--- src/rtl/mmu_feeder.sv ---
// mmu_feeder: front end of the weight-stationary systolic array.
// Loads one weight matrix, bottom row first, and then streams activation
// vectors into the array through a triangular skew, where row i lags
// row 0 by i cycles. It also raises res_valid in the cycle that
// acc_out_final carries the column-0 result of an accepted vector.
module mmu_feeder #(
    parameter int bit_width = 8,
    parameter int size      = 16,
    parameter int res_lat   = 2 * size
) (
    input  logic                            clk,
    input  logic                            reset,
    input  logic [size-1:0][bit_width-1:0]  wt_in,
    input  logic                            wt_valid,
    output logic                            wt_ready,
    input  logic [size-1:0][bit_width-1:0]  act_in,
    input  logic                            act_valid,
    input  logic                            act_last,
    output logic                            act_ready,
    output logic                            control,
    output logic [size-1:0][bit_width-1:0]  wt_arr,
    output logic [size-1:0][bit_width-1:0]  data_arr,
    output logic                            res_valid,
    output logic                            busy,
    output logic                            done
);

    localparam int cnt_w   = $clog2(size + 1);
    localparam int drain_w = $clog2(res_lat + 1);

    typedef enum logic [1:0] {
        IDLE,
        LOAD_WT,
        STREAM,
        DRAIN
    } state_t;

    state_t                         state;
    state_t                         next_state;
    logic [cnt_w-1:0]               wt_cnt;
    logic [drain_w-1:0]             drain_cnt;
    logic                           wt_accept;
    logic                           act_accept;
    logic [size-1:0][bit_width-1:0] entry;
    logic [res_lat-1:0]             res_pipe;

    // The ready outputs are gated by reset so that both read low while
    // reset is held, even though the state register then reads IDLE.
    assign wt_ready   = reset && (state == IDLE || state == LOAD_WT);
    assign act_ready  = reset && (state == STREAM);
    assign wt_accept  = wt_ready && wt_valid;
    assign act_accept = act_ready && act_valid;
    assign busy       = (state != IDLE);
    assign res_valid  = res_pipe[res_lat-1];

    // Bubble cycles and non-stream states push zeros so the skew timing of
    // the data already in flight does not change.
    assign entry = act_accept ? act_in : '0;

    // Next-state logic and the combinational weight pass-through.
    always_comb begin
        next_state = state;
        control    = 1'b0;
        wt_arr     = '0;
        done       = 1'b0;
        case (state)
            IDLE, LOAD_WT: begin
                if (wt_accept) begin
                    control    = 1'b1;
                    wt_arr     = wt_in;
                    next_state = (wt_cnt == cnt_w'(size - 1)) ? STREAM : LOAD_WT;
                end
            end
            STREAM: begin
                if (act_accept && act_last) begin
                    next_state = DRAIN;
                end
            end
            DRAIN: begin
                if (drain_cnt == drain_w'(res_lat - 1)) begin
                    done       = 1'b1;
                    next_state = IDLE;
                end
            end
            default: next_state = IDLE;
        endcase
    end

    // State register.
    always_ff @(posedge clk or negedge reset) begin
        if (!reset) begin
            state <= IDLE;
        end else begin
            state <= next_state;
        end
    end

    // Count accepted weight rows. The counter wraps to zero on the last row,
    // so it always reads zero again by the time the next batch starts.
    always_ff @(posedge clk or negedge reset) begin
        if (!reset) begin
            wt_cnt <= '0;
        end else if (wt_accept) begin
            wt_cnt <= (wt_cnt == cnt_w'(size - 1)) ? '0 : wt_cnt + cnt_w'(1);
        end
    end

    // Count drain cycles. The counter rests at zero outside DRAIN.
    always_ff @(posedge clk or negedge reset) begin
        if (!reset) begin
            drain_cnt <= '0;
        end else if (state == DRAIN) begin
            drain_cnt <= drain_cnt + drain_w'(1);
        end else begin
            drain_cnt <= '0;
        end
    end

    // Result-valid pipe. It shifts every cycle in every state so that no
    // pending strobe is lost across a state change.
    always_ff @(posedge clk or negedge reset) begin
        if (!reset) begin
            res_pipe <= '0;
        end else begin
            res_pipe <= {res_pipe[res_lat-2:0], act_accept};
        end
    end

    // Row 0 reaches the array with no delay.
    assign data_arr[0] = entry[0];

    generate
        for (genvar r = 1; r < size; r++) begin : g_skew
            logic [bit_width-1:0] dly [r];

            // Delay row r by r cycles through its own shift line.
            always_ff @(posedge clk or negedge reset) begin
                if (!reset) begin
                    for (int k = 0; k < r; k++) begin
                        dly[k] <= '0;
                    end
                end else begin
                    dly[0] <= entry[r];
                    for (int k = 1; k < r; k++) begin
                        dly[k] <= dly[k-1];
                    end
                end
            end

            assign data_arr[r] = dly[r-1];
        end
    endgenerate

endmodule

--- config.mk ---
export PLATFORM = sky130hd
export DESIGN_NAME = mmu_feeder
export DESIGN_NICKNAME = d
export VERILOG_FILES = /design/src/rtl/mmu_feeder.sv
export SDC_FILE = /design/constraint.sdc
export NUM_CORES = 1
export LEC_CHECK = 0
export BUFFER_PORTS_ARGS = -buffer_cell sky130_fd_sc_hd__clkbuf_2
export CORE_UTILIZATION = 30
export CTS_BUF_LIST = sky130_fd_sc_hd__clkbuf_8
export DETAILED_ROUTE_END_ITERATION = 10
export PLACE_DENSITY = 0.57
export SYNTH_ARGS = -nofsm -noshare
export SYNTH_HDL_FRONTEND = slang
export SYNTH_SLANG_ARGS = --single-unit
--- constraint.sdc ---
create_clock -name clk -period 1.7 [get_ports clk]
set_clock_uncertainty 0.2 [all_clocks]
set_input_delay 0.34 -clock clk [delete_from_list [all_inputs] [get_ports clk]]
set_output_delay 0.34 -clock clk [all_outputs]
set_load 0.05 [all_outputs]
Word level (Yosys, flattened, before mapping)
Index checks and enable logic that the tools add are counted.
Widths: inputs -> output; s select.
{"block": "classes", "addsub": 2, "eq_ne": 8, "muxes": 14, "n_reduce_logical": 10}
{"operator": "$mux 128", "count": 3}
{"operator": "$mux 2", "count": 4}
{"operator": "$add 6x1->6 const B", "count": 1}
{"operator": "$eq 6x5->1 const B", "count": 1}
{"operator": "$mux 6", "count": 1}
{"operator": "$pmux 2 s3", "count": 1}
{"operator": "$add 5x1->5 const B", "count": 1}
{"operator": "$eq 5x4->1 const B", "count": 1}
{"operator": "$logic_and 1x1->1", "count": 5}
{"operator": "$mux 5", "count": 1}
{"operator": "$eq 2x2->1 const B", "count": 2}
{"operator": "$mux 1", "count": 4}
{"operator": "$ne 2x2->1 const B", "count": 2}
{"operator": "$reduce_and 3->1", "count": 1}
{"operator": "$eq 2x1->1 const B", "count": 1}
{"operator": "$logic_not 2->1", "count": 1}
{"operator": "$ne 2x1->1 const B", "count": 1}
{"operator": "$reduce_bool 2->1", "count": 1}
{"operator": "$reduce_or 2->1", "count": 1}
{"operator": "$logic_or 1x1->1", "count": 1}
{"block": "totals", "regBits": 1005, "out_inout_bits": 262}

Longest topological paths before layout
Gate-level depths: netlist (run 1).
{"block": "logic_depth", "ltp_word": 6, "mapped_depth": 5, "depth_no_buf": 4}

Least setup slack after synthesis (run 1)
OpenSTA, ideal clock, no wires.
{"block": "synth_path", "kind": "register -> output", "from": "register drain_cnt[0]", "to": "output port done", "arrival_time_ns": 2.132, "slack_ns": -0.972, "stages_incl_launch_ff": 4, "cell_sequence": "dfrtp_1 ha_1 nand2_1 nor4_1"}
{"block": "synth_via", "elab_chain_len": 3}
{"item": "start: declaration", "line": "41", "text": "logic [drain_w-1:0] drain_cnt;"}
{"item": "start signal: assignment", "line": "113", "text": "drain_cnt <= drain_cnt + drain_w'(1);"}
{"item": "$eq 6x5->1", "line": "80", "text": "if (drain_cnt == drain_w'(res_lat - 1)) begin"}
{"item": "$mux 1", "line": "80"}
{"item": "$mux 1", "line": "66", "text": "case (state)"}
{"item": "end: declaration", "line": "25", "text": "output logic done"}
No other way between the ends.

==> results of run 1 <==
[through the flow]
step	TNS (ns)	hold WS [ns]	std cells
2_1_floorplan	-2.579	-0.1556	1458
4_1_cts	-205.44	-0.4060	3570
3_5_place_dp	-83.19	0.1347	3129
6_report	-177.64	-0.3627	3597
3_3_place_gp	-62.10	0.1311	3129
5_1_grt	-215.16	-0.3572	3594
[placed cells by master (no fill, tap or decap), types with 2 or more instances in the layout]
| cell | netlist | final |
|---|---|---|
| buf_16 | 0 | 4 |
| or3_1 | 2 | 2 |
| nand2_1 | 12 | 10 |
| clkinv_2 | 0 | 10 |
| inv_8 | 0 | 5 |
| dfrtp_2 | 0 | 2 |
| and2_1 | 256 | 104 |
| dlygate4sd3_1 | 0 | 138 |
| clkbuf_16 | 0 | 29 |
| nand3_1 | 3 | 3 |
| clkinvlp_4 | 0 | 8 |
| buf_6 | 19 | 7 |
| buf_12 | 0 | 146 |
| xor2_1 | 2 | 2 |
| bufinv_16 | 0 | 5 |
| and2_4 | 0 | 152 |
| diode_2 | 0 | 12 |
| a21oi_1 | 2 | 2 |
| xnor2_1 | 2 | 2 |
| nor2_1 | 4 | 4 |
| o21ai_0 | 4 | 4 |
| inv_1 | 2 | 53 |
| clkbuf_2 | 0 | 259 |
| buf_4 | 120 | 33 |
| clkinv_8 | 0 | 4 |
| clkbuf_8 | 0 | 315 |
| dfrtp_1 | 1005 | 1003 |
[sequential cells by signal, summed over array words and instances, names as in the netlist]
register    cells
drain_cnt       6
g_skew.dly    848
wt_cnt          5
res_pipe       32
state           2
data_arr      112
[cells by family (layout without fill, tap and decap cells)]
family / count (synthesis) / count (layout) / synth area share [%]
AO/OA/AOI/OAI: 9 / 9 / 0.1952
multiplexers: 1 / 1 / 0.03548
flip-flops: 1005 / 1005 / 89.14
adder cells (fa/ha/maj): 2 / 2 / 0.08868
XOR/XNOR: 4 / 4 / 0.1242
AND/OR/NAND/NOR: 286 / 287 / 6.257
other: 0 / 12 / 0
buffers and inverters: 151 / 1023 / 4.160
[final cells by class]
| class | instances | area, um^2 | share of cell area (%) |
|---|---|---|---|
| antenna | 12 | 30.03 | 0.07347 |
| multi-input combinational | 303 | 2344 | 5.734 |
| inverter | 3 | 23.77 | 0.05817 |
| clock buffer | 194 | 2670 | 6.533 |
| timing repair buffer | 740 | 8488 | 20.77 |
| clock inverter | 86 | 594.3 | 1.454 |
| sequential | 1005 | 25150 | 61.54 |
| tap | 1254 | 1569 | 3.839 |
[metal layers]
| layer | GRT usage, % | wire [um] | vias to the layer above |
|---|---|---|---|
| li1 | - | - | 5926 |
| met1 | 16.33 | 26400 | 7072 |
| met2 | 24.08 | 35410 | 523 |
| met3 | 5.611 | 5149 | 165 |
| met4 | 8.828 | 3463 | 4 |
| met5 | 0 | 23 | - |
[cell usage after synthesis]
cell type	count	area, um^2
nor4_1	1	6.260
nand3b_4	1	20.02
o21ai_0	4	20.02
inv_1	2	7.510
buf_6	19	214.0
xnor2_1	2	17.52
o41ai_1	1	8.760
xor2_1	2	17.52
or3_1	2	12.51
buf_2	2	10.01
and3_1	2	12.51
ha_1	2	25.02
clkbuf_1	6	22.52
a21oi_1	2	10.01
buf_8	1	15.01
nor2_1	4	15.01
dfrtp_1	1005	25150
o21a_1	1	7.510
nor3_1	1	5.000
o221ai_1	1	8.760
mux2i_1	1	10.01
and2_1	256	1602
buf_4	120	900.9
inv_2	1	3.750
nor2b_1	1	6.260
nand4b_1	1	8.760
nand2_1	12	45.04
and4b_2	1	11.26
or2_2	1	6.260
nand3_1	3	15.01
[worst max-delay path, delay by kind of cell, from the launching register on]
family                 cells  cell delay [ns]
buffers and inverters      4             0.51
flip-flops                 1             0.40
AND/OR/NAND/NOR            2             0.35
[power by group through the flow]
stage          sequential [W]  clock, W  combinational, W
2_1_floorplan          0.0245         0           0.00129
3_3_place_gp           0.0245         0           0.00325
3_5_place_dp           0.0245         0           0.00327
4_1_cts                0.0241    0.0210           0.00387
5_1_grt                0.0241    0.0222           0.00411
6_report               0.0241    0.0202           0.00388
[what timing repair did]
action                                  4_1_cts  5_1_grt
endpoints found under the setup margin      350      638
resized for setup                           350       28
hold buffers                                138        2
endpoints found under the hold margin       495      140
gates cloned                                  6        9
pin swaps                                    17       10
setup buffers                                18        6
[worst max path at each step]
stage              from           endpoint  slack, ns
2_1_floorplan  state[1]               done      -0.11
3_3_place_gp      reset         wt_arr[66]      -0.28
3_5_place_dp      reset  g_skew[5].dly[38]      -0.31
4_1_cts        state[1]         wt_arr[17]      -1.05
5_1_grt        state[1]         wt_arr[95]      -1.04
6_report       state[1]         wt_arr[95]      -0.91
==> impl_metrics.csv, run 1 <==
group,metric,value,unit
outcome,status,"finished with violations",
outcome,violations,"negative hold slack, negative setup slack",
power,p_int,0.03698,W
timing,worst_pin_slew,0.7297,ns
power,swShare,23.23,%
critical_path,cp_max_fo,8,
die,initial_core_util,30.28,%
critical_path,reg2reg_from,"state[1]",
placed_design,dp_slack,-0.3101,ns
die,die_h,308.7,um
placed_design,portBuffers,522,
power,switchingPower,0.01119,W
clock_network,clk_pin_slew,0.06,ns
global_routing,grt_pass1_wl,100000,um
routing,routed_wl,70440,um
critical_path,worstSetupEndpointType,"output pin",
die,ios,523,
die,coreArea,0.09319,mm^2
routing,vias,13690,
final_layout,syn2layout_area_growth,44.86,%
timing,relSlewSlack,51.36,%
die,die-area,0.09527,mm^2
power,power,0.04817,W
synth,ys_seq_elements,1005,
timing,min_period,2.611,ns
synth,avgSynthCellArea,19.35,um^2
synth,ys_warn_count,0,
critical_path,reg2reg_slack,-0.44,ns
routing,drtIter0Drc,785,
job,maxCapViolCount,0,
critical_path,reg2reg_to,"g_skew[2].dly[13]",
power,max-vdd-ir-drop,0.5852,mV
global_routing,grt_max_degree,140,
routing,drtAntennaViolNets,0,
routing,via_per_inst,3.806,
global_routing,antenna_found_initial,19,
min_path,hold_class,"input port to async pin",
timing,setup_viol,372,
final_layout,final_area,0.04087,mm^2
placed_design,gp_congestion,0.9463,
critical_path,critPathArrivalTime,2.07,ns
power,power_density,1179,mW/mm^2
die,rows,112,
timing,finalMaxSlewViolations,0,
timing,rsz0062_at_grt,"yes",
global_routing,grt_usage,14.74,%
clock_network,cts_tree,"yes",
clock_network,insertion_delay,0.80,ns
timing,finalWorstSetupSlack,-0.9107,ns
synth,synth_cell_types,30,
critical_path,cp_cell_sequence,"nand3b_4 > clkinv_8 > buf_12 > clkbuf_16 > and2_4 > buf_12",
power,power_frac_clock,41.9,%
power,p_comb_share,8.1,%
routing,drtPass1Iterations,6,
final_layout,drive_above_1_share,42.73,%
critical_path,crit_top_cell,"buf_12",
power,p_leak,21.35,nW
clock_network,cts_buffers,156,
power,power_frac_seq,50.0,%
timing,fmaxAchievable,0.3830,GHz
critical_path,crit_path_top_delay_cell,"dfrtp_2",
critical_path,crit_type,"flop to output pin",
critical_path,worst-endpoint-required,1.16,ns
die,chipWidth,308.7,um
placed_design,dpl_cell_area,0.03390,mm^2
timing,whs,-0.3627,ns
global_routing,overflow,0,
clock_network,clkSinkCount,1005,
critical_path,startpoint_type,"flop",
routing,drc,0,
clock_network,clockBufferDepth,3,
placed_design,place_hpwl,46560,um
timing,fin_crit_sh,153.6,%
final_layout,final_core_util,43.86,%
synth,synth_cells,1458,
synth,synth_nets,1721,
final_layout,fin_nets,2472,
critical_path,reg2reg_depth,10,
synth,ys_seq_area_share,89.14,%
final_layout,fillCellCount,7976,
timing,finalHoldViolCount,105,
global_routing,grt_pass1_vias,15455,
routing,wl_per_cell,19.58,um
critical_path,cp_slowest_stage_delay,0.40,ns
synth,synthesis.area,0.02821,mm^2
clock_network,clock-root-buffer,"clkbuf_8",
clock_network,htree_num_levels,4,
No activity file was read; power rests on OpenSTA's default activity.
==> run 2: changes to the inputs <==
--- a/config.mk
+++ b/config.mk
@@ -7,7 +7,6 @@
 export LEC_CHECK = 0
 export BUFFER_PORTS_ARGS = -buffer_cell sky130_fd_sc_hd__clkbuf_2
 export CORE_UTILIZATION = 30
-export CTS_BUF_LIST = sky130_fd_sc_hd__clkbuf_8
 export DETAILED_ROUTE_END_ITERATION = 10
 export PLACE_DENSITY = 0.57
 export SYNTH_ARGS = -nofsm -noshare
==> impl_metrics.csv, run 2 (synthesis results as in run 1) <==
group,metric,value,unit
global_routing,antenna_found_initial,19,
die,initial_core_util,30.28,%
power,power_frac_seq,48.3,%
placed_design,dpl.cell_count,3129,
die,coreArea,0.09319,mm^2
critical_path,cp.buffers_inverters,4,
final_layout,final_core_util,43.77,%
critical_path,cpLargestDelayFamily,"buffers and inverters",
die,chipWidth,308.7,um
routing,vias,13375,
timing,fmaxAchievable,0.4024,GHz
routing,via_per_inst,3.838,
routing,drtPass1Iterations,6,
clock_network,cts_buffers,98,
timing,rsz0062_at_grt,"yes",
final_layout,final_common_cell,"dfrtp_1",
clock_network,clock-root-buffer,"clkbuf_16",
power,p_leak,21.12,nW
routing,drtAntennaViolNets,0,
clock_network,insertion_delay,0.66,ns
timing,finalWorstSetupSlack,-0.7851,ns
power,swShare,22.56,%
final_layout,syn2layout_area_growth,44.57,%
global_routing,grt_pass1_wl,99300,um
power,p_comb_share,7.8,%
global_routing,grt_max_degree,140,
routing,drc,0,
power,power,0.04981,W
timing,min_period,2.485,ns
die,die-area,0.09527,mm^2
placed_design,portBuffers,522,
timing,setup_viol,364,
critical_path,crit_path_top_delay_cell,"dfrtp_2",
timing,relSlewSlack,53.05,%
global_routing,grt_pass1_vias,14905,
outcome,status,"finished with violations",
power,power_frac_clock,43.8,%
critical_path,startpoint_type,"flop",
critical_path,worstSetupEndpointType,"output pin",
final_layout,largest-register,"g_skew.dly",
final_layout,final_cell_mix,"dfrtp_1, clkbuf_2, and2_4, buf_12, clkbuf_16",
routing,drtIter0Drc,820,
final_layout,fillCellCount,7947,
clock_network,clk_pin_slew,0.06,ns
power,max-vdd-ir-drop,0.6400,mV
global_routing,grt_usage,14.65,%
final_layout,finalNonFillerCells,3485,
critical_path,crit_top_cell,"buf_4",
power,switchingPower,0.01124,W
timing,tns,-136.93,ns
die,ios,523,
job,maxCapViolCount,0,
timing,worst_pin_slew,0.7043,ns
final_layout,fin_nets,2403,
final_layout,drive_above_1_share,44.07,%
final_layout,final_area,0.04079,mm^2
global_routing,overflow,0,
clock_network,clkSinkCount,1005,
min_path,hold_class,"input port to async pin",
critical_path,cp_cell_sequence,"buf_4 > buf_4 > and4b_4 > buf_12 > and2_4 > clkbuf_16",
die,die_h,308.7,um
placed_design,place_hpwl,46560,um
clock_network,cts_tree,"yes",
final_layout,largest_register_ffs,848,
critical_path,cp_max_fo,5,
routing,routed_wl,72050,um
clock_network,htree_num_levels,3,
timing,finalMaxSlewViolations,0,
critical_path,cp_slowest_stage_delay,0.40,ns
critical_path,critPathArrivalTime,1.95,ns
placed_design,dpl_cell_area,0.03390,mm^2
power,p_int,0.03857,W
clock_network,clockBufferDepth,3,
critical_path,crit_type,"flop to output pin",
timing,finalHoldViolCount,0,
power,power_density,1221,mW/mm^2
timing,fin_crit_sh,146.2,%
placed_design,gp_congestion,0.9463,
die,rows,112,
outcome,violations,"negative setup slack",
critical_path,worst-endpoint-required,1.16,ns
routing,wl_per_cell,20.67,um
## run 2: cell types whose count changed in the layout (fill, tap and decap cells not counted), sizes merged
cell	before	now
bufbuf	1	0
clkinvlp	8	4
bufinv	5	10
clkbuf	603	421
dlygate4sd3	138	123
dlymetal6s4s	1	2
buf	191	313
clkinv	15	26
inv	61	12
## run 2: area by class of cell
| class | instances | area (um^2) | area share (%) |
|---|---|---|---|
| Clock inverter | 49 | 630.6 | 1.546 |
| Timing Repair Buffer | 729 | 8229 | 20.18 |
| Antenna cell | 12 | 30.03 | 0.07362 |
| Multi-Input combinational cell | 303 | 2469 | 6.053 |
| Inverter | 3 | 23.77 | 0.05829 |
| Sequential cell | 1005 | 25150 | 61.67 |
| Tap cell | 1254 | 1569 | 3.847 |
| Clock buffer | 130 | 2683 | 6.577 |
## run 2: worst register-to-register path, cell delays in order (launching register included)
cell and delay [ns]:
dfrtp_2 0.40, buf_4 0.14, buf_4 0.12, and4b_4 0.19, buf_6 0.15, buf_12 0.14
buf_12 0.14, buf_12 0.15, buf_12 0.13, and2_4 0.14, buf_4 0.12
## run 2: timing repair
item | CTS | global route
buffers inserted | 18 | 8
setup endpoints to repair | 338 | 1057
gates resized for setup | 154 | 516
hold endpoints to repair | 263 | 0
pin swaps | 14 | 9
gates cloned | 5 | 13
hold buffers | 125 | 0
## run 2: final timing paths
kind                                     end  depth (start not counted)  slack (ns)          from
max                              data_arr[4]                          6       -0.79      state[1]
min                             drain_cnt[0]                          4        0.03         reset
max reg2reg                g_skew[2].dly[13]                         10       -0.43      state[1]
min reg2reg                     res_pipe[18]                          0        0.13  res_pipe[17]
max in group asynchronous       res_pipe[31]                          5        0.29         reset
min in group clk                    state[1]                          4        0.07         reset
## run 2: layer usage
metal	share of wire (%)	global-route usage, %	vias to the layer above
met1	38	16.74	6992
li1	-	-	5762
met3	7.1	5.042	145
met4	5.7	9.291	4
met2	49	23.51	472
met5	0.037	0	-
## run 2: through the flow
stage	setup WS, ns	hold WS, ns
floorplan	-0.1095	-0.1556
global placement	-0.2818	0.1311
detailed placement	-0.3101	0.1347
CTS	-0.8462	0.008563
global route	-0.8601	0.02532
finish	-0.7851	0.02728
## run 2: power by group through the flow
stage          sequential, W  combinational (W)  clock, W
2_1_floorplan         0.0245            0.00129         0
3_3_place_gp          0.0245            0.00325         0
3_5_place_dp          0.0245            0.00327         0
4_1_cts               0.0241            0.00387    0.0225
5_1_grt               0.0241            0.00413    0.0236
6_report              0.0241            0.00390    0.0218
